File: config.mk
export PLATFORM = sky130hd
export DESIGN_NAME = vga_timing_gen_flat
export DESIGN_NICKNAME = d
export VERILOG_FILES = /design/src/rtl/vga_timing_gen_if.sv /design/src/rtl/vga_timing_gen.sv /design/src/flat_wrapper.sv
export SDC_FILE = /design/constraint.sdc
export NUM_CORES = 1
export LEC_CHECK = 0
export BUFFER_PORTS_ARGS = -buffer_cell sky130_fd_sc_hd__buf_2
export CAP_MARGIN = 20
export CORE_AREA = 2 2 72 74
export DETAILED_ROUTE_END_ITERATION = 12
export DIE_AREA = 0 0 74 76
export MAX_ROUTING_LAYER = met4
export PLACE_DENSITY = 0.76
export SYNTH_ARGS = -nofsm -noshare
export SYNTH_HDL_FRONTEND = slang
export SYNTH_SLANG_ARGS = --single-unit
File: constraint.sdc
create_clock -name clk -period 2.2 [get_ports clk]
set_input_delay 0.55 -clock clk [delete_from_list [all_inputs] [get_ports clk]]
set_output_delay 0.55 -clock clk [all_outputs]
set_load 0.01 [all_outputs]
File: src/rtl/vga_timing_gen_if.sv
`default_nettype none
// ============================================================================
// Module     : vga_timing_if
// Description: Bundle between the VGA raster timing generator and its
//              consumers (pixel renderer / DAC pins). The generator drives
//              the raster outputs and receives the pixel clock-enable.
// Revision   : 1.0 - initial release
// ============================================================================
interface vga_timing_if #(
    parameter int CNT_W  = 11,
    parameter int FCNT_W = 8
);
    logic              pix_ce;
    logic              display_enable;
    logic              hsync;
    logic              vsync;
    logic [CNT_W-1:0]  x_pos;
    logic [CNT_W-1:0]  y_pos;
    logic              line_start;
    logic              frame_start;
    logic [FCNT_W-1:0] frame_cnt;

    // Timing generator side
    modport master (
        input  pix_ce,
        output display_enable,
        output hsync,
        output vsync,
        output x_pos,
        output y_pos,
        output line_start,
        output frame_start,
        output frame_cnt
    );

    // Renderer / consumer side
    modport slave (
        output pix_ce,
        input  display_enable,
        input  hsync,
        input  vsync,
        input  x_pos,
        input  y_pos,
        input  line_start,
        input  frame_start,
        input  frame_cnt
    );
endinterface
`default_nettype wire

File: src/rtl/vga_timing_gen.sv
`default_nettype none
// ============================================================================
// Module     : vga_timing_gen
// Description: Parametrised VGA raster timing generator. Walks an h/v raster
//              one pixel per pix_ce edge and produces registered display
//              enable, syncs, pixel coordinates, line/frame strobes and a
//              completed-frame counter (one pixel of latency).
// Revision   : 1.0 - initial release
// ============================================================================
module vga_timing_gen #(
    parameter int H_ACTIVE = 800,
    parameter int H_FP     = 56,
    parameter int H_SYNC   = 120,
    parameter int H_BP     = 64,
    parameter int V_ACTIVE = 600,
    parameter int V_FP     = 37,
    parameter int V_SYNC   = 6,
    parameter int V_BP     = 23,
    parameter bit HS_POL   = 1'b1,
    parameter bit VS_POL   = 1'b1,
    parameter int CNT_W    = 11,
    parameter int FCNT_W   = 8
) (
    input  wire logic     clk,
    input  wire logic     rst_n,
    vga_timing_if.master  vga
);

    localparam int H_TOTAL  = H_ACTIVE + H_FP + H_SYNC + H_BP;
    localparam int V_TOTAL  = V_ACTIVE + V_FP + V_SYNC + V_BP;
    localparam int HS_START = H_ACTIVE + H_FP;
    localparam int HS_END   = HS_START + H_SYNC;
    localparam int VS_START = V_ACTIVE + V_FP;
    localparam int VS_END   = VS_START + V_SYNC;

    // Window bounds kept 32 bits wide so an end bound equal to 2**CNT_W
    // (zero back porch with a full-range counter) is not truncated to 0.
    localparam logic [31:0] C_H_ACTIVE = 32'(H_ACTIVE);
    localparam logic [31:0] C_V_ACTIVE = 32'(V_ACTIVE);
    localparam logic [31:0] C_HS_START = 32'(HS_START);
    localparam logic [31:0] C_HS_END   = 32'(HS_END);
    localparam logic [31:0] C_VS_START = 32'(VS_START);
    localparam logic [31:0] C_VS_END   = 32'(VS_END);
    localparam logic [31:0] C_H_LAST   = 32'(H_TOTAL - 1);
    localparam logic [31:0] C_V_LAST   = 32'(V_TOTAL - 1);

    // Refuse to build a generator whose counters cannot hold the raster
    generate
        if (CNT_W < 1 || CNT_W > 31 || FCNT_W < 1 ||
            H_ACTIVE < 1 || H_SYNC < 1 || H_FP < 0 || H_BP < 0 ||
            V_ACTIVE < 1 || V_SYNC < 1 || V_FP < 0 || V_BP < 0 ||
            H_TOTAL > (1 << CNT_W) || V_TOTAL > (1 << CNT_W)) begin : g_bad_params
            $fatal(1, "vga_timing_gen: illegal parameter set");
        end
    endgenerate

    // Raster position counters
    logic [CNT_W-1:0]  h_q, h_d;
    logic [CNT_W-1:0]  v_q, v_d;

    // Registered outputs
    logic              de_q, de_d;
    logic              hs_q, hs_d;
    logic              vs_q, vs_d;
    logic [CNT_W-1:0]  x_q, x_d;
    logic [CNT_W-1:0]  y_q, y_d;
    logic              ls_q, ls_d;
    logic              fs_q, fs_d;
    logic [FCNT_W-1:0] fc_q, fc_d;

    // Decoded raster position
    logic [31:0] w_h_ext;
    logic [31:0] w_v_ext;
    logic        w_h_last;
    logic        w_v_last;
    logic        w_h_vis;
    logic        w_v_vis;
    logic        w_h_sync;
    logic        w_v_sync;

    assign w_h_ext  = 32'(h_q);
    assign w_v_ext  = 32'(v_q);
    assign w_h_last = (w_h_ext == C_H_LAST);
    assign w_v_last = (w_v_ext == C_V_LAST);
    assign w_h_vis  = (w_h_ext < C_H_ACTIVE);
    assign w_v_vis  = (w_v_ext < C_V_ACTIVE);
    assign w_h_sync = (w_h_ext >= C_HS_START) && (w_h_ext < C_HS_END);
    assign w_v_sync = (w_v_ext >= C_VS_START) && (w_v_ext < C_VS_END);

    // Advance the raster by one pixel per enabled clock, wrapping line and frame
    always_comb begin
        h_d = h_q;
        v_d = v_q;
        if (vga.pix_ce) begin
            if (w_h_last) begin
                h_d = '0;
                if (w_v_last) begin
                    v_d = '0;
                end else begin
                    v_d = v_q + CNT_W'(1);
                end
            end else begin
                h_d = h_q + CNT_W'(1);
            end
        end
    end

    // Decode the pre-edge position into next output values; strobes self-clear
    always_comb begin
        de_d = de_q;
        hs_d = hs_q;
        vs_d = vs_q;
        x_d  = x_q;
        y_d  = y_q;
        fc_d = fc_q;
        ls_d = 1'b0;
        fs_d = 1'b0;
        if (vga.pix_ce) begin
            de_d = w_h_vis && w_v_vis;
            x_d  = (w_h_vis && w_v_vis) ? h_q : '0;
            y_d  = (w_h_vis && w_v_vis) ? v_q : '0;
            hs_d = w_h_sync ? HS_POL : ~HS_POL;
            vs_d = w_v_sync ? VS_POL : ~VS_POL;
            ls_d = (h_q == '0);
            fs_d = (h_q == '0) && (v_q == '0);
            if (w_h_last && w_v_last) begin
                fc_d = fc_q + FCNT_W'(1);
            end
        end
    end

    // State and output registers, asynchronously cleared to the idle raster
    always_ff @(posedge clk or negedge rst_n) begin
        if (!rst_n) begin
            h_q  <= '0;
            v_q  <= '0;
            de_q <= 1'b0;
            hs_q <= ~HS_POL;
            vs_q <= ~VS_POL;
            x_q  <= '0;
            y_q  <= '0;
            ls_q <= 1'b0;
            fs_q <= 1'b0;
            fc_q <= '0;
        end else begin
            h_q  <= h_d;
            v_q  <= v_d;
            de_q <= de_d;
            hs_q <= hs_d;
            vs_q <= vs_d;
            x_q  <= x_d;
            y_q  <= y_d;
            ls_q <= ls_d;
            fs_q <= fs_d;
            fc_q <= fc_d;
        end
    end

    assign vga.display_enable = de_q;
    assign vga.hsync          = hs_q;
    assign vga.vsync          = vs_q;
    assign vga.x_pos          = x_q;
    assign vga.y_pos          = y_q;
    assign vga.line_start     = ls_q;
    assign vga.frame_start    = fs_q;
    assign vga.frame_cnt      = fc_q;

endmodule
`default_nettype wire
File: src/flat_wrapper.sv
// flat-port wrapper written by rule: the top's interface ports become plain ports
module vga_timing_gen_flat 
#(
    parameter int H_ACTIVE = 800,
    parameter int H_FP     = 56,
    parameter int H_SYNC   = 120,
    parameter int H_BP     = 64,
    parameter int V_ACTIVE = 600,
    parameter int V_FP     = 37,
    parameter int V_SYNC   = 6,
    parameter int V_BP     = 23,
    parameter bit HS_POL   = 1'b1,
    parameter bit VS_POL   = 1'b1,
    parameter int CNT_W    = 11,
    parameter int FCNT_W   = 8
)
  (clk, rst_n, vga_pix_ce, vga_display_enable, vga_hsync, vga_vsync, vga_x_pos, vga_y_pos, vga_line_start, vga_frame_start, vga_frame_cnt);
  vga_timing_if #(.CNT_W(CNT_W), .FCNT_W(FCNT_W)) vga_i ();
  input  wire logic clk;
  input  wire logic rst_n;
  input wire logic [$bits(vga_i.pix_ce)-1:0] vga_pix_ce;
  output wire logic [$bits(vga_i.display_enable)-1:0] vga_display_enable;
  output wire logic [$bits(vga_i.hsync)-1:0] vga_hsync;
  output wire logic [$bits(vga_i.vsync)-1:0] vga_vsync;
  output wire logic [$bits(vga_i.x_pos)-1:0] vga_x_pos;
  output wire logic [$bits(vga_i.y_pos)-1:0] vga_y_pos;
  output wire logic [$bits(vga_i.line_start)-1:0] vga_line_start;
  output wire logic [$bits(vga_i.frame_start)-1:0] vga_frame_start;
  output wire logic [$bits(vga_i.frame_cnt)-1:0] vga_frame_cnt;
  assign vga_i.pix_ce = vga_pix_ce;
  assign vga_display_enable = vga_i.display_enable;
  assign vga_hsync = vga_i.hsync;
  assign vga_vsync = vga_i.vsync;
  assign vga_x_pos = vga_i.x_pos;
  assign vga_y_pos = vga_i.y_pos;
  assign vga_line_start = vga_i.line_start;
  assign vga_frame_start = vga_i.frame_start;
  assign vga_frame_cnt = vga_i.frame_cnt;
  vga_timing_gen #(.H_ACTIVE(H_ACTIVE), .H_FP(H_FP), .H_SYNC(H_SYNC), .H_BP(H_BP), .V_ACTIVE(V_ACTIVE), .V_FP(V_FP), .V_SYNC(V_SYNC), .V_BP(V_BP), .HS_POL(HS_POL), .VS_POL(VS_POL), .CNT_W(CNT_W), .FCNT_W(FCNT_W)) u_core (.clk(clk), .rst_n(rst_n), .vga(vga_i));
endmodule
==> impl_metrics.csv <==
group,metric,value,unit
worst_setup_path,crit_chain,"or4_4 > nor3_4 > o21ai_1 > a22o_1",
worst_setup_path,cpPeakStageDelay,0.60,ns
global_routing,grt_pass1_vias,1907,
timing,fmax,512,MHz
placed_design,dp_hpwl,3810,µm
yosys,synth.most_common_cell,"dfrtp_1",
placed_design,dpl_cell_area,2980,µm²
yosys,synth_ff_type,"dfrtp_1",
yosys,synth_top_cell_area_share,52.7,%
clocking,clkLatencyLatePin,0.33,ns
detailed_routing,first_pass_iters,4,
worst_setup_path,criticalPathCategory,"flip-flop to flip-flop",
yosys,async_flop_share,100,%
clocking,post-cts-setup-buffer-count,0,
floorplanning,pin_count,38,
flow_run,maxCapViolCount,0,
detailed_routing,vias,2024,
timing,relSlewSlack,57.9,%
detailed_routing,drc,0,
floorplanning,die_w,74,µm
timing,skew,0.00620,ns
yosys,synth-simple-area-share,18.2,%
clocking,cts-root-buf,"clkbuf_8",
timing,holdWs,0.151,ns
timing,finalSetupTns,0,ns
global_routing,overflow,0,
yosys,ys_top_cells_by_count,"57 x dfrtp_1, 23 x a22o_1, 12 x nand3_1, 12 x nor2_1, 11 x nand2_1",
global_routing,antenna_found_initial,0,
clocking,clk_pin_slew,0.07,ns
yosys,syn_area,2710,µm²
worst_setup_path,required,2.42,ns
pwr,leakagePower,0.00158,µW
floorplanning,dieArea,5620,µm²
yosys,yosysWarnings,0,
yosys,synth_top_cell_by_area,"dfrtp_1",
floorplanning,start_util,55.1,%
timing,rsz0062_at_grt,"no",
timing,slew_viol_final,0,
yosys,synth-seq-area-share,52.7,%
clocking,tritoncts,"done",
yosys,synth_edf_count,0,
clocking,cts_hold_buf,0,
yosys,synthesis.nets,252,
worst_setup_path,end_kind,"flip-flop",
worst_setup_path,worst_path_max_delay_cell,"or4_4",
worst_setup_path,critPathMaxFanout,10,
cells_and_area,stdcell_area,3250,µm²
pwr,ir_worst_vdd,0.000547,V
yosys,synth-adder-area-share,2.77,%
yosys,synthMuxAreaShare,0.416,%
floorplanning,coreArea,4910,µm²
detailed_routing,drt_wl_total,5400,µm
floorplanning,rows,26,
yosys,synth_area_leaders,"dfrtp_1 53%, a22o_1 7.4%, ha_1 2.8%, xnor2_1 2.6%, xor2_1 2.6%",
global_routing,grt_max_degree,23,
yosys,synthXorXnorAreaFrac,5.17,%
timing,finalCritPeriodShare,88.8,%
yosys,avgSynthCellArea,11.1,µm²
clocking,numCtsBuffers,9,
yosys,ys_seq_elements,57,
clocking,cts.sinks,57,
worst_setup_path,rrSetupSlack,0.25,ns
detailed_routing,wl_per_cell,15.0,µm
worst_setup_path,crit_arrival,2.17,ns
global_routing,grt_pass1_wl,9250,µm
timing,setup_violations,0,
timing,fin_crit,1.95,ns
cells_and_area,layout.nets,294,
clocking,cts-resized-gates,0,
worst_setup_path,cp-start-kind,"flip-flop",
clocking,htreeDepth,3,
detailed_routing,drtIter0Drc,145,
cells_and_area,antenna_cells,0,
outcome,outcome,"complete, no violations",
yosys,synth_top_family_by_area,"simple AND/OR/NAND/NOR gates",
yosys,synth_compound_area_share,15.7,%
global_routing,grt_usage,21.9,%
timing,tightest_slew,0.630,ns
placed_design,place_congestion,0.892,
clocking,clk_path_buf_depth,2,
detailed_routing,via_per_inst,5.62,
timing,hold_viol_final,0,
placed_design,portBuffers,37,
floorplanning,chipHeight,76,µm
yosys,synth_cell_types,49,
pwr,powerDensity,915,nW/µm²
yosys,syn_inst,243,
min_path,min_path_type,"primary input to asynchronous set/reset pin",
detailed_routing,ant_nets,0,
cells_and_area,syn_to_final_growth,20.1,%
cells_and_area,drive_above_1_share,27.9,%
==> layout by cell type, fill, tap and decap left out, drive strengths merged, types with 2 or more instances in the layout <==
cell,synthesis,layout
dfrtp,57,57
buf,8,48
a22o,24,24
nand3,14,14
nor2,12,12
nand2,12,12
clkbuf,9,11
o21ai,11,11
inv,10,10
nor3,9,9
nand4,8,8
xor2,8,8
xnor2,8,8
ha,6,6
nor4,6,6
a21oi,5,5
bufinv,0,4
and3,3,3
a41oi,3,3
a31oi,3,3
nor2b,3,3
or4,3,3
nand2b,2,2
nor4b,2,2
and4,2,2
o2bb2ai,2,2
o32ai,2,2
nor3b,2,2
==> final timing paths <==
| path | start | end | cells after the start |
|---|---|---|---|
| min in group clk | u_core.vga.frame_cnt[7]$_DFFE_PN0P_ | u_core.vga.frame_cnt[7]$_DFFE_PN0P_ | 1 |
| max in group asynchronous | rst_n | u_core.v_q[10]$_DFFE_PN0P_ | 2 |
| max reg2reg | u_core.h_q[5]$_DFFE_PN0P_ | u_core.v_q[8]$_DFFE_PN0P_ | 4 |
| min reg2reg | u_core.vga.frame_cnt[7]$_DFFE_PN0P_ | u_core.vga.frame_cnt[7]$_DFFE_PN0P_ | 1 |
| max | u_core.h_q[5]$_DFFE_PN0P_ | u_core.v_q[8]$_DFFE_PN0P_ | 4 |
| min | rst_n | u_core.vga.x_pos[0]$_DFFE_PN0P_ | 1 |
==> critical path, delay by kind of cell, from the launching register on <==
kind / cells / cell delay (ns)
AOI/OAI and AO/OA: 2 / 0.37
DFF: 1 / 0.49
and+or+nand+nor: 2 / 0.98
==> through the flow <==
stage                     power [µW]  setup slack [ns]  utilization (%)  std cells
final                           2980             0.247             66.2        360
after global routing            3100             0.157             66.2        360
after CTS                       2990             0.244             66.2        360
after detailed placement        1650             0.248             60.6        344
after global placement          1640             0.283             60.6        344
after floorplan                 1550             0.369                -        243
==> layer usage <==
metal,vias up,global-route usage [%],routed length [µm]
li1,982,-,-
met3,6,4.76,248
met1,984,31.4,2590
met2,52,30.3,2490
met5,-,-,0
met4,0,8.73,62
==> cells by family (layout without fill, tap and decap cells) <==
| family | count (synthesis) | in the layout |
|---|---|---|
| AOI/OAI and AO/OA | 55 | 55 |
| xor gates and xnor gates | 16 | 16 |
| adders and majority gates | 6 | 6 |
| buffers and inverters | 27 | 74 |
| DFF | 57 | 57 |
| muxes | 1 | 1 |
| and+or+nand+nor | 81 | 81 |
==> state kept, by name (all words and copies together) (netlist names) <==
name                       cells
u_core.h_q                    11
u_core.v_q                    11
u_core.vga.display_enable      1
u_core.vga.frame_cnt           8
u_core.vga.frame_start         1
u_core.vga.hsync               1
u_core.vga.line_start          1
u_core.vga.vsync               1
u_core.vga.x_pos              11
u_core.vga.y_pos              11
==> layout make-up <==
class	count	area (µm²)
Fill cell	390	1660
Sequential cell	57	1430
Multi-Input combinational cell	159	1160
Timing Repair Buffer	48	268
Clock buffer	11	151
Clock inverter	5	125
Tap cell	70	87.6
Inverter	10	37.5
==> where the power goes <==
| group | internal (µW) | switching (µW) |
|---|---|---|
| clock network | 927 | 412 |
| registers | 1140 | 116 |
| logic | 171 | 210 |
| total | 2240 | 738 |
(Power assumes the default switching activity.)
